[src/rtl/qar_gpio_ctrl.sv]
// qar_gpio_ctrl: memory-mapped GPIO controller with input synchroniser,
// atomic set/clear/toggle of outputs and per-pin edge interrupts.
module qar_gpio_ctrl #(
  parameter int WIDTH = 32,
  parameter int SYNC_STAGES = 2,
  parameter logic [WIDTH-1:0] DIR_RESET = '0,
  parameter logic [WIDTH-1:0] OUT_RESET = '0
) (
  input  logic             clk,
  input  logic             rst_n,
  input  logic             bus_valid,
  input  logic             bus_we,
  input  logic [5:0]       bus_addr,
  input  logic [31:0]      bus_wdata,
  output logic             bus_ready,
  output logic [31:0]      bus_rdata,
  input  logic [WIDTH-1:0] gpio_in,
  output logic [WIDTH-1:0] gpio_out,
  output logic [WIDTH-1:0] gpio_dir,
  output logic             irq
);
  typedef enum logic {IDLE, RESP} state_t;
  localparam int AW = $clog2(SYNC_STAGES + 2);
  state_t state;
  logic [SYNC_STAGES-1:0][WIDTH-1:0] sync;
  logic [WIDTH-1:0] sync_in, prev_in, rise, fall, wd, clr;
  logic [WIDTH-1:0] irq_en, irq_rise, irq_fall, irq_pend;
  logic [AW-1:0] arm;
  logic armed, accept, wr;
  logic [3:0] word;
  logic [31:0] rd;
  assign accept = state == IDLE && bus_valid;
  assign wr = accept && bus_we;
  assign word = bus_addr[5:2];
  assign wd = bus_wdata[WIDTH-1:0];
  assign sync_in = sync[SYNC_STAGES-1];
  // edges stay masked until the sync chain and prev_in hold real pad values
  assign armed = arm == AW'(SYNC_STAGES + 1);
  assign rise = armed ? sync_in & ~prev_in : '0;
  assign fall = armed ? ~sync_in & prev_in : '0;
  assign clr = (wr && word == 4'h9) ? wd : '0;
  assign bus_ready = state == RESP;
  assign irq = |(irq_pend & irq_en);
  always_comb begin
    rd = '0;
    case (word)
      4'h0: rd[WIDTH-1:0] = gpio_out;
      4'h1: rd[WIDTH-1:0] = gpio_dir;
      4'h2: rd[WIDTH-1:0] = sync_in;
      4'h6: rd[WIDTH-1:0] = irq_en;
      4'h7: rd[WIDTH-1:0] = irq_rise;
      4'h8: rd[WIDTH-1:0] = irq_fall;
      4'h9: rd[WIDTH-1:0] = irq_pend;
      default: ;
    endcase
  end
  always_ff @(posedge clk or negedge rst_n) begin
    if (!rst_n) begin
      state <= IDLE;
      bus_rdata <= '0;
      gpio_out <= OUT_RESET;
      gpio_dir <= DIR_RESET;
      irq_en <= '0;
      irq_rise <= '0;
      irq_fall <= '0;
      irq_pend <= '0;
      sync <= '0;
      prev_in <= '0;
      arm <= '0;
    end else begin
      state <= accept ? RESP : IDLE;
      sync <= {sync[SYNC_STAGES-2:0], gpio_in};
      prev_in <= sync_in;
      arm <= armed ? arm : arm + 1'b1;
      // set beats clear when both hit the same bit in one cycle
      irq_pend <= (irq_pend & ~clr) | (rise & irq_rise) | (fall & irq_fall);
      if (accept && !bus_we) bus_rdata <= rd;
      if (wr)
        case (word)
          4'h0: gpio_out <= wd;
          4'h1: gpio_dir <= wd;
          4'h3: gpio_out <= gpio_out | wd;
          4'h4: gpio_out <= gpio_out & ~wd;
          4'h5: gpio_out <= gpio_out ^ wd;
          4'h6: irq_en <= wd;
          4'h7: irq_rise <= wd;
          4'h8: irq_fall <= wd;
          default: ;
        endcase
    end
  end
endmodule

[config.mk]
export PLATFORM = sky130hd
export DESIGN_NAME = qar_gpio_ctrl
export DESIGN_NICKNAME = d
export VERILOG_FILES = /design/src/rtl/qar_gpio_ctrl.sv
export SDC_FILE = /design/constraint.sdc
export NUM_CORES = 1
export LEC_CHECK = 0
export CAP_MARGIN = 10
export CORE_MARGIN = 5
export CORE_UTILIZATION = 61
export DETAILED_ROUTE_END_ITERATION = 12
export PLACE_DENSITY_LB_ADDON = 0.25
export SLEW_MARGIN = 30
export SYNTH_ARGS = -nofsm -noshare
export SYNTH_HDL_FRONTEND = slang
export SYNTH_SLANG_ARGS = --single-unit
export TNS_END_PERCENT = 100
[constraint.sdc]
create_clock -name clk -period 5.38 [get_ports clk]
set_clock_uncertainty 0.2 [all_clocks]
set_input_delay 1.345 -clock clk [delete_from_list [all_inputs] [get_ports clk]]
set_output_delay 1.345 -clock clk [all_outputs]
set_load 0.01 [all_outputs]
==> flow_summary.yaml <==
placement:
  port-buffer-count: 169
  post-place-cells: 1750
  gp_congestion: 0.859
  dp_hpwl_mm: 26.7
global_route:
  overflow: 0
  grt_max_degree: 129
  grt_pass1_wl_mm: 67.6
  grt_usage_pct: 30.6
  antenna_found_initial: 1
  grt_pass1_vias: 12100
setup_path:
  cpMaxStageDelayCell: "or4_1"
  critPathMaxFanout: 3
  r2r_slack_ns: 2.88
  cp_data_required_time_ns: 3.84
  critPathCaptureType: "output pin"
  r2r-end: "irq_en[31]"
  crit_path_start: "irq_pend[27]"
  critical_path_class: "reg2out"
  crit_end: "irq"
  path_cells: "a22oi_1, nand4_1, or4_1, clkdlybuf4s50_1"
  reg2reg_depth: 4
  startpoint_type: "flip-flop"
  cp_slowest_stage_delay_ns: 0.59
  worstPathArrival_ns: 2.54
  r2r-start: "bus_ready"
yosys:
  async_reset_ff_share_pct: 100
  synthFlopType: "dfrtp_1"
  synth_cell_type_count: 47
  syn-num-nets: 1447
  synth-edff-count: 0
  yosysTopAreaCell: "dfrtp_1"
  synth_warnings: 0
  synth_seq_cells: 323
  yosys-top-cells-count: "dfrtp_1, nand2_1, mux2i_1, o21ai_0, mux2_2"
  avgSynthCellArea_sq_um: 11.5
  yosysMostFrequentCell: "dfrtp_1"
  synth_area_sq_um: 15000
  synth_top_area_share_pct: 53.9
  synthTopCellsByArea: "dfrtp_1, mux2i_1, ha_1"
  seq_area_frac_synth_pct: 53.9
  synthCells: 1308
route:
  wl_mm: 42.7
  viasPerCell: 6.40
  drtIter0Drc: 1355
  drc_errors: 0
  routed-via-count: 11600
  ant_nets: 0
  wl_per_cell_microns: 23.6
  first_pass_iters: 5
min_path:
  worstHoldPathType: "reg2reg"
timing:
  setup_viol: 0
  max_freq_mhz: 245
  tightestPinTransition_ns: 1.02
  finalMaxSlewViolations: 0
  rsz0062_at_grt: "no"
  fin_setup_tns_ns: 0
  hold_violations: 0
  max_slew_margin_pct: 32.0
  fin_crit_ns: 4.08
  post-route-period-util_pct: 75.9
clock_network:
  cts_htree_levels: 2
  cts_buffers: 35
  clock_path_buffers: 3
  insertion_delay_ns: 0.51
  post_cts_buffers: 0
  cts.clk_slew.worst_paths_ns: 0.06
  cts.sinks: 323
  root_buffer: "clkbuf_16"
  cts_hold_buf: 0
  cts_tree: "yes"
  cts.repair.resized: 0
die:
  start_util_pct: 61.9
  die_w_microns: 167
  die_h_microns: 167
  rows: 57
  die-area_sq_um: 27800
  placeableCoreArea_sq_um: 24200
  ioPinCount: 172
final_layout:
  syn_to_final_growth_pct: 20.3
  fin_nets: 1603
  fin_util_pct: 74.4
  fillCellCount: 1656
  drive_above_1_share_pct: 11.0
  finalNonFillerCells: 1813
pwr:
  leakage_nw: 8.10
  vdd_drop_max_mv: 0.246
  pwr_density_cell_nw_per_um2: 372
  power.total_mw: 6.71
run:
  maxCapViolCount: 0
outcome:
  status: "complete, no violations"
## per-stage QoR
stage	hold slack, ns	setup slack (ns)	cell area [sq um]
2_1_floorplan	0.131	2.44	15000
3_3_place_gp	0.132	1.30	16900
3_5_place_dp	0.135	1.23	16900
4_1_cts	0.143	1.28	18000
5_1_grt	0.156	1.23	18100
6_report	0.144	1.30	18100
## critical path, delay by kind of cell (launching register included)
family,cells,cell delay (ns)
AND/OR/NAND/NOR,2,0.82
buffers and inverters,1,0.51
flip-flops,1,0.42
AO/OA/AOI/OAI,1,0.27
## final cells by class
cell class | instances | area (sq um) | share of cell area, %
Clock inverter | 4 | 20.0 | 0.111
Tap cell | 324 | 405 | 2.25
Multi-Input combinational cell | 838 | 6250 | 34.6
Antenna cell | 1 | 2.50 | 0.0139
Inverter | 66 | 248 | 1.37
Sequential cell | 323 | 8080 | 44.8
Timing Repair Buffer | 200 | 1990 | 11.0
Clock buffer | 57 | 1050 | 5.82
## layer usage
layer | up-vias | global-route usage [%] | wire length [microns]
met2 | 680 | 47.8 | 19800
met4 | 0 | 13.8 | 1810
met3 | 148 | 7.18 | 4260
met5 | - | 0 | 0
li1 | 5029 | - | -
met1 | 5748 | 41.0 | 16900
## cell usage in the layout, fill, tap and decap left out, types with 3 or more instances in the layout
master           Yosys  routed
a211oi_1             3       3
a21oi_1             46      46
a221oi_1            18      18
a22o_1              32      32
a22oi_1             48      48
a32oi_1             10      10
buf_12               0       4
buf_4               14      28
clkbuf_1            31      15
clkbuf_16            0      37
clkbuf_8             0       5
clkdlybuf4s50_1      0     165
clkinv_2             0       4
dfrtp_1            323     323
ha_1                65      65
inv_1               65      65
mux2_1               3       3
mux2_2              68      68
mux2i_1            121     121
nand2_1            173     173
nand3b_1            33      33
nand4_1              4       4
nor2_1               5       5
nor4b_4              3       3
o21a_1              10      10
o21ai_0             94      94
o21ai_1             12      12
o22a_1              10      10
o22ai_1             55      55
## flip-flops by register name, indices dropped and copies added, names as in the netlist
name,cells
bus_rdata,32
irq_en,32
irq_pend,32
arm,2
gpio_dir,32
gpio_out,32
irq_fall,32
prev_in,32
irq_rise,32
sync_in,32
bus_ready,1
sync,32
## worst min-delay path by stage
stage | start | slack [ns] | depth (start not counted) | end
2_1_floorplan | sync[0] | 0.13 | 0 | sync_in[0]
3_3_place_gp | sync[26] | 0.13 | 0 | sync_in[26]
3_5_place_dp | sync[24] | 0.13 | 0 | sync_in[24]
4_1_cts | sync[10] | 0.14 | 0 | sync_in[10]
5_1_grt | sync[27] | 0.16 | 0 | sync_in[27]
6_report | sync[10] | 0.14 | 0 | sync_in[10]
## kinds of logic after synthesis
group                      share of synthesized area [%]
buffers and inverters                               4.64
muxes                                               13.4
adders and majority gates                           5.42
AOI/OAI and AO/OA                                   14.6
and+or+nand+nor                                     8.06
DFF                                                 53.9
xor gates and xnor gates                          0.0584
## power by group
| part | internal [mW] | leakage (nW) | switching [mW] |
|---|---|---|---|
| Clock | 1.33 | 0.525 | 0.941 |
| Combinational | 0.673 | 3.65 | 0.624 |
| Sequential | 2.78 | 3.93 | 0.361 |
(Power assumes the default switching activity.)
